## src/rtl/output_forward_mac.sv

```systemverilog
// ---------------------------------------------------------------------------
// output_forward_mac
//   Forward-pass output neuron. Multiplies N_HIDDEN hidden activations by
//   their output-layer weights, one beat per cycle, and accumulates into an
//   unsigned saturating ACC_W-bit result. The result is held on final_o with
//   final_valid_o high until the downstream backprop stage takes it.
//
// Ports
//   clk_i           in   clock, rising edge
//   rst_i           in   asynchronous reset, active-low
//   clear_i         in   synchronous abort: back to IDLE, zero all datapath state
//   start_i         in   one-cycle pulse, begins an inference (IDLE only)
//   hidden_val_i    in   hidden activation for the current beat
//   hidden_valid_i  in   hidden_val_i is valid
//   hidden_ready_o  out  beat can be accepted (ACCUM only)
//   w_idx_o         out  index of the weight expected on w_i this cycle
//   w_i             in   weight selected by w_idx_o, sampled with the beat
//   final_o         out  accumulated result
//   final_valid_o   out  result available (HOLD only)
//   final_ready_i   in   consumer takes the result
//   busy_o          out  ACCUM or HOLD
//   ovf_o           out  sticky saturation flag for the current inference
//
// N_HIDDEN must be >= 1 and fit in IDX_W bits; ACC_W+1 must be at least
// HID_W+WT_W so the product is never truncated before the add.
// ---------------------------------------------------------------------------
module output_forward_mac #(
  parameter int N_HIDDEN = 4,
  parameter int HID_W    = 10,
  parameter int WT_W     = 8,
  parameter int ACC_W    = 23,
  parameter int IDX_W    = 2
) (
  input  logic             clk_i,
  input  logic             rst_i,
  input  logic             clear_i,
  input  logic             start_i,
  input  logic [HID_W-1:0] hidden_val_i,
  input  logic             hidden_valid_i,
  output logic             hidden_ready_o,
  output logic [IDX_W-1:0] w_idx_o,
  input  logic [WT_W-1:0]  w_i,
  output logic [ACC_W-1:0] final_o,
  output logic             final_valid_o,
  input  logic             final_ready_i,
  output logic             busy_o,
  output logic             ovf_o
);

  localparam int             PROD_W   = HID_W + WT_W;
  localparam int             SUM_W    = ACC_W + 1;
  localparam logic [IDX_W-1:0] LAST_IDX = IDX_W'(N_HIDDEN - 1);

  typedef enum logic [1:0] {
    S_IDLE  = 2'd0,
    S_ACCUM = 2'd1,
    S_HOLD  = 2'd2
  } state_t;

  state_t             r_state;
  state_t             w_next_state;
  logic [ACC_W-1:0]   r_acc;
  logic [IDX_W-1:0]   r_idx;
  logic [ACC_W-1:0]   r_final;
  logic               r_ovf;

  logic [PROD_W-1:0]  w_prod;
  logic [SUM_W-1:0]   w_sum;
  logic [ACC_W-1:0]   w_acc_next;
  logic               w_sat;
  logic               w_beat;
  logic               w_last;

  // One spare bit above the accumulator catches the carry out for saturation.
  assign w_prod     = PROD_W'(hidden_val_i) * PROD_W'(w_i);
  assign w_sum      = {1'b0, r_acc} + SUM_W'(w_prod);
  assign w_sat      = w_sum[ACC_W];
  assign w_acc_next = w_sat ? '1 : w_sum[ACC_W-1:0];

  assign w_beat = hidden_valid_i && (r_state == S_ACCUM);
  assign w_last = (r_idx == LAST_IDX);

  // Handshake flags are decoded straight from state so that reset drops
  // them asynchronously along with the state register.
  assign hidden_ready_o = (r_state == S_ACCUM);
  assign final_valid_o  = (r_state == S_HOLD);
  assign busy_o         = (r_state != S_IDLE);
  assign w_idx_o        = r_idx;
  assign final_o        = r_final;
  assign ovf_o          = r_ovf;

  // NOTE: state and datapath registers use non-blocking assignments so every
  // register samples the pre-edge values, regardless of statement order.
  always_ff @(posedge clk_i or negedge rst_i) begin
    if (!rst_i) begin
      r_state <= S_IDLE;
    end else begin
      r_state <= w_next_state;
    end
  end

  // NOTE: the default assignment first keeps this block free of latches on
  // any path that does not explicitly set the next state.
  always_comb begin
    w_next_state = r_state;
    if (clear_i) begin
      w_next_state = S_IDLE;
    end else begin
      case (r_state)
        S_IDLE:  if (start_i)          w_next_state = S_ACCUM;
        S_ACCUM: if (w_beat && w_last) w_next_state = S_HOLD;
        S_HOLD:  if (final_ready_i)    w_next_state = S_IDLE;
        default:                       w_next_state = S_IDLE;
      endcase
    end
  end

  always_ff @(posedge clk_i or negedge rst_i) begin
    if (!rst_i) begin
      r_acc   <= '0;
      r_idx   <= '0;
      r_final <= '0;
      r_ovf   <= 1'b0;
    end else if (clear_i) begin
      r_acc   <= '0;
      r_idx   <= '0;
      r_final <= '0;
      r_ovf   <= 1'b0;
    end else begin
      case (r_state)
        S_IDLE: begin
          // final_o keeps the previous result visible until a new one lands.
          if (start_i) begin
            r_acc <= '0;
            r_idx <= '0;
            r_ovf <= 1'b0;
          end
        end
        S_ACCUM: begin
          if (w_beat) begin
            r_acc <= w_acc_next;
            r_ovf <= r_ovf | w_sat;
            if (w_last) begin
              r_idx   <= '0;
              r_final <= w_acc_next;
            end else begin
              r_idx <= r_idx + IDX_W'(1);
            end
          end
        end
        default: begin
          // HOLD: everything frozen until the result is taken.
        end
      endcase
    end
  end

endmodule

```

## config.mk

```make
export PLATFORM = sky130hd
export DESIGN_NAME = output_forward_mac
export DESIGN_NICKNAME = d
export VERILOG_FILES = /design/src/rtl/output_forward_mac.sv
export SDC_FILE = /design/constraint.sdc
export NUM_CORES = 1
export LEC_CHECK = 0
export ABC_AREA = 0
export BUFFER_PORTS_ARGS = -buffer_cell sky130_fd_sc_hd__buf_2
export CORE_ASPECT_RATIO = 1.25
export CORE_MARGIN = 8
export CORE_UTILIZATION = 50
export CTS_CLUSTER_DIAMETER = 50
export DETAILED_ROUTE_END_ITERATION = 12
export GPL_TIMING_DRIVEN = 1
export PLACE_DENSITY = 0.69
export REMOVE_ABC_BUFFERS = 1
export SETUP_SLACK_MARGIN = 0.15
export SLEW_MARGIN = 10
export SYNTH_ARGS = -nofsm -noshare
export SYNTH_HDL_FRONTEND = slang
export SYNTH_SLANG_ARGS = --single-unit
```

## constraint.sdc

```tcl
create_clock -name clk_i -period 7.4 [get_ports clk_i]
set_input_delay 0.74 -clock clk_i [delete_from_list [all_inputs] [get_ports clk_i]]
set_output_delay 0.74 -clock clk_i [all_outputs]
set_load 0.02 [all_outputs]
```

==> results of run 1 <==
[cells in the final DEF (no fill, tap or decap), drive strengths merged, types with 4 or more instances in the layout]
master / n
o21ai: 16
a21oi: 19
nor2b: 5
and2: 47
buf: 54
nor2: 56
ha: 44
nand3: 7
clkbuf: 8
a211oi: 28
a31oi: 4
o22ai: 13
inv: 112
fa: 64
nand2: 59
xnor2: 14
dfrtp: 51
nor3: 6
a21o: 4
[registers in the layout, indices dropped and copies added (netlist names)]
register and cells:
ovf_o 1, final_o 23, r_state 2, w_idx_o 2
r_acc 23
[final cells by class]
| cell class | instances | share of cell area |
|---|---|---|
| multi-input combinational | 416 | 0.609 |
| sequential | 51 | 0.217 |
| inverter | 112 | 0.0716 |
| timing repair buffer | 54 | 0.0469 |
| tap | 132 | 0.0281 |
| clock buffer | 8 | 0.0266 |
[worst min-delay path, cell delays in order, from the launching register on]
cell     delay, ns
dfrtp_1       0.35
nand2_1       0.05
o21ai_0       0.06
[stage by stage]
stage          hold WS [ns]   util
5_1_grt               0.527  0.558
6_report              0.490  0.558
2_1_floorplan         0.444      -
4_1_cts               0.495  0.558
3_3_place_gp          0.478  0.544
3_5_place_dp          0.481  0.544
[cells by family after synthesis]
kind of cell | after synthesis | synth area share
AOI/OAI and AO/OA | 98 | 0.127
xor gates and xnor gates | 15 | 0.0245
adders and majority gates | 108 | 0.342
buffers and inverters | 131 | 0.0941
DFF | 51 | 0.238
muxes | 1 | 0.00187
and+or+nand+nor | 194 | 0.172
[metal layers]
metal	share of wire	wire length [um]	track usage	vias up
met5	0	0	0	-
met4	0.045	551	0.0778	0
met3	0.040	491	0.0294	34
met2	0.53	6560	0.332	111
met1	0.38	4710	0.209	2064
li1	-	-	-	1999
[where the power goes]
group          total (mW)  leakage, nW  internal, mW  switching (mW)
clock network       0.237       0.0772         0.144          0.0931
registers           0.319        0.704         0.305          0.0141
logic                1.40         2.23         0.533           0.863
total                1.95         3.01         0.981           0.971
[how the worst min path moves through the flow]
stage,slack [ns],endpoint,depth (start not counted),start
finish,0.49,r_acc[0],2,r_acc[0]
global route,0.53,w_idx_o[1],2,w_idx_o[1]
CTS,0.49,r_acc[0],2,r_acc[0]
detailed placement,0.48,r_acc[0],2,r_acc[0]
global placement,0.48,w_idx_o[1],2,w_idx_o[1]
floorplan,0.44,final_o[0],0,rst_i
==> metrics.yaml, run 1 <==
setup_path:
  crit_slowest_cell: "o22ai_2"
  worstReg2RegStart: "r_acc[7]"
  r2r_slack_ns: 2.44
  cp.depth: 17
  cp-end-kind: "flop"
  critical_path.max_fanout: 21
  r2r_end: "final_o[16]"
  crit_chain: "buf_2, nand2_1, fa_1, fa_1, inv_1, fa_1, inv_1, fa_1, inv_1, ha_1, a21o_1, a21oi_1, a21oi_2, a21oi_2, o22ai_2, nor2_1, a211oi_1"
  cp_data_arrival_time_ns: 5.57
  path_buf_inv: 4
  cpMostUsedCell: "fa_1"
  critPathLaunch: "w_i[7]"
  critPathTopFamily: "adder cells"
  rr_worst_depth: 16
  required_ns: 7.58
  path_class: "in -> reg"
  endpoint: "final_o[16]"
  crit_path_start_kind: "input port"
  max_stage_delay_ns: 0.79
placed_design:
  routabilityCongestion: 0.838
  dp_cells: 765
  place_area_mm2: 0.00571
  io_buffer_count: 52
  place_ws_ns: 1.74
  dp_hpwl_mm: 10.0
clock_tree:
  post_cts_buffers: 0
  clk_pin_slew_ns: 0.06
  cts_buffer_depth: 2
  cts_sinks: 51
  cts_tree: "done"
  numCtsBuffers: 5
  cts_hold_buf: 0
  postCtsResizedCells: 0
  htreeDepth: 2
  clk_latency_ns: 0.28
  cts_root_buf: "clkbuf_16"
floorplanning:
  rows: 42
  initial_utilization: 0.510
  io_pins: 53
  core_area_mm2: 0.0105
  die_area_mm2: 0.0143
  die_x_um: 109
  fp.dieH_um: 132
cells_and_area:
  drive_gt1_frac: 0.115
  areaGrowthSynthToFinish_pct: 9.58
  nFillCells: 982
  regArea_mm2: 0.00128
  fin_area_mm2: 0.00587
  multi_input_area_mm2: 0.00358
  nets: 772
  antenna_cells: 0
  final-instance-count-excl-fill: 773
power:
  p_leak_nw: 3.01
  p_per_area_mw_per_mm2: 333
  max-vdd-ir-drop_mv: 0.211
  power_mw: 1.95
timing:
  hold_viol: 0
  rsz0062_at_grt: "no"
  maxSlewViolCount: 0
  fin_tns_setup_ns: 0
  fin_crit_ns: 5.39
  period_share: 0.728
  finClkSkew_ns: 0.00702
  relSlewSlack: 0.317
  fmax_mhz: 186
  worst_slack_ns: 2.01
  worstMarginPinSlew_ns: 1.02
  setup_viol: 0
synth:
  synthesis.area_mm2: 0.00536
  synth_seq_area_share: 0.238
  async_flop_share: 1.00
  ys_top_cells_by_area: "fa_1 24%, dfrtp_1 24%, ha_1 10%"
  syn_avg_cell_area_um2: 8.96
  ys_types: 49
  yosys.area.top_type: "fa_1"
  ys.flop_type: "dfrtp_1"
  ys_ff_latch: 51
  synth_top_area_frac: 0.239
  netlist_instances: 598
  synth_edf_count: 0
  synthMostInstantiatedCell: "inv_1"
  ys_warn_count: 0
  synthTopCellsByCount: "112 x inv_1, 64 x fa_1, 59 x nand2_1"
global_route:
  overflow: 0
  grt_pass1_vias: 4657
  grt_usage: 0.185
  grt_pass1_wl_mm: 21.7
  grt_max_degree: 52
  antenna_found_initial: 0
drt:
  initialDrtViolationCount: 219
  drc: 0
  vias: 4208
  antenna_left: 0
  first_pass_iters: 4
  viasPerCell: 5.44
  drt-wirelength-per-cell_um: 15.9
  drt-total-wl_mm: 12.3
job:
  drv_cap: 0
run_status:
  outcome: "finished clean"
min_path:
  hold_path_class: "reg -> reg"
Power figures use the tool's default switching activity.
==> run 2: changes to the inputs <==
==> constraint.sdc (replaced) <==
create_clock -name clk_i -period 5.4 [get_ports clk_i]
set_input_delay 0.54 -clock clk_i [delete_from_list [all_inputs] [get_ports clk_i]]
set_output_delay 0.54 -clock clk_i [all_outputs]
set_load 0.02 [all_outputs]
==> metrics.yaml, run 2 (synthesis gave the netlist of run 1 again) <==
global_route:
  grt_pass1_vias: 4690  # +0.71%
  grt_usage: 0.185  # about the same
  use_met3: 0.0254  # -0.00391
  overflow: 0  # unchanged
  met1_usage: 0.203  # -0.00590
  grt-busiest-layer: "met2"
  grt_max_degree: 52  # unchanged
  grt_pass1_wl_mm: 21.7  # about the same
  antenna_found_initial: 0  # unchanged
  met2_usage: 0.346  # +0.0146
floorplanning:
  io_pins: 53  # unchanged
  fp.dieH_um: 132  # unchanged
  initial_utilization: 0.510  # unchanged
  die_area_mm2: 0.0143  # unchanged
  core_area_mm2: 0.0105  # unchanged
  die_x_um: 109  # unchanged
  rows: 42  # unchanged
drt:
  first_pass_iters: 4  # unchanged
  drt-total-wl_mm: 12.3  # -0.21%
  viasPerCell: 5.38  # -1.2%
  drt-wirelength-per-cell_um: 15.9  # -0.34%
  antenna_left: 0  # unchanged
  drc: 0  # unchanged
  initialDrtViolationCount: 168  # -23%
  vias: 4164  # -1.0%
run_status:
  outcome: "finished clean"
timing:
  hold_viol: 0  # unchanged
  setup_viol: 0  # unchanged
  rsz0062_at_grt: "no"
  maxSlewViolCount: 0  # unchanged
  period_share: 0.909
  relSlewSlack: 0.444  # +0.127
  fmax_mhz: 204
  worstMarginPinSlew_ns: 0.831  # -0.193 ns
  finClkSkew_ns: 0.00421  # -0.00281 ns
  fin_crit_ns: 4.91
  fin_hold_ws_ns: 0.357  # -0.133 ns
  fin_tns_setup_ns: 0  # unchanged
setup_path:
  crit_slowest_cell: "fa_1"
  r2r_slack_ns: 0.72  # -1.72 ns
  crit_path_start_kind: "input port"
  worstReg2RegStart: "r_acc[7]"
  path_buf_inv: 5  # +1
  max_stage_delay_ns: 0.54  # -0.25 ns
  r2r_end: "final_o[18]"
  cp-end-kind: "flop"
  critPathTopFamily: "adder cells"
  cp_data_arrival_time_ns: 5.04  # -0.53 ns
  required_ns: 5.54  # -2.04 ns
  critical_path.max_fanout: 21  # unchanged
  rr_worst_depth: 17  # +1
  path_class: "in -> reg"
  crit_chain: "buf_2, nand2_1, fa_1, fa_1, inv_1, fa_1, inv_1, fa_1, inv_1, ha_1, a21o_1, a21oi_1, a21oi_2, a21oi_2, o22ai_2, buf_12, nor2_2, a211oi_1"
  cpMostUsedCell: "fa_1"
clock_tree:
  htreeDepth: 2  # unchanged
  postCtsResizedCells: 0  # unchanged
  cts_sinks: 51  # unchanged
  cts_root_buf: "clkbuf_16"
  numCtsBuffers: 5  # unchanged
  clk_pin_slew_ns: 0.06  # about the same
  cts_buffer_depth: 2  # unchanged
  post_cts_buffers: 0  # unchanged
  cts_tree: "done"
  clk_latency_ns: 0.28  # about the same
  cts_hold_buf: 0  # unchanged
cells_and_area:
  areaGrowthSynthToFinish_pct: 9.74
  final_cell_mix: "112 x inv_1, 64 x fa_1, 59 x nand2_1"
  antenna_cells: 0  # unchanged
  nets: 773  # +0.13%
  layout_commonest_cell: "inv_1"
  drive_gt1_frac: 0.118  # +0.00294
  fin_area_mm2: 0.00588  # +0.15%
job:
  drv_cap: 0  # unchanged
placed_design:
  routabilityCongestion: 0.855  # +2.1%
  io_buffer_count: 52  # unchanged
  dp_hpwl_mm: 10.2  # +1.4%
  place_area_mm2: 0.00573  # +0.35%
min_path:
  hold_path_class: "in -> async"
power:
  p_leak_nw: 3.01  # -0.11%
  max-vdd-ir-drop_mv: 0.257  # +22%
  p_per_area_mw_per_mm2: 448  # +35%
## run 2: stage by stage
step                      std cells  setup WS [ns]   util  total power, mW
final                           774          0.492  0.559             2.64
after global routing            774          0.248  0.559             2.94
after CTS                       774          0.501  0.559             2.67
after detailed placement        766          0.213  0.545             2.35
after global placement          766          0.263  0.545             2.32
after floorplan                 579          0.761      -             1.91
## run 2: final cells by class
| class | instances | area, um^2 |
|---|---|---|
| Sequential cell | 51 | 1280 |
| Tap cell | 132 | 165 |
| Timing Repair Buffer | 55 | 295 |
| Inverter | 112 | 420 |
| Multi-Input combinational cell | 416 | 3580 |
| Clock buffer | 5 | 125 |
| Fill cell | 1000 | 4630 |
| Clock inverter | 3 | 20.0 |
## run 2: power breakdown
group	switching, mW	internal (mW)	total, mW
logic	1.16	0.726	1.89
registers	0.0209	0.417	0.438
clock network	0.136	0.171	0.306
## run 2: worst max path at each step
| stage | depth (start not counted) | start | end |
|---|---|---|---|
| floorplan | 16 | hidden_val_i[0] | r_acc[21] |
| global route | 17 | w_i[7] | final_o[18] |
| detailed placement | 18 | w_i[7] | final_o[22] |
| CTS | 18 | w_i[7] | final_o[22] |
| global placement | 18 | w_i[7] | final_o[20] |
| finish | 18 | w_i[7] | final_o[18] |
## run 2: worst reg2reg max path, cell delays in order (launching register included)
cell and delay [ns]:
dfrtp_1 0.32, inv_1 0.08, fa_1 0.54, inv_1 0.06, fa_1 0.47, fa_1 0.50, inv_1 0.06, fa_1 0.53
inv_1 0.04, ha_1 0.36, a21o_1 0.20, a21oi_1 0.21, a21oi_2 0.11, a21oi_2 0.29, o22ai_2 0.16, buf_12 0.18
nor2_2 0.28, a211oi_1 0.14
## run 2: layer usage
layer | vias up | share of wire
li1 | 1996 | -
met1 | 2067 | 0.38
met2 | 73 | 0.56
met3 | 28 | 0.028
met4 | 0 | 0.037
met5 | - | 0
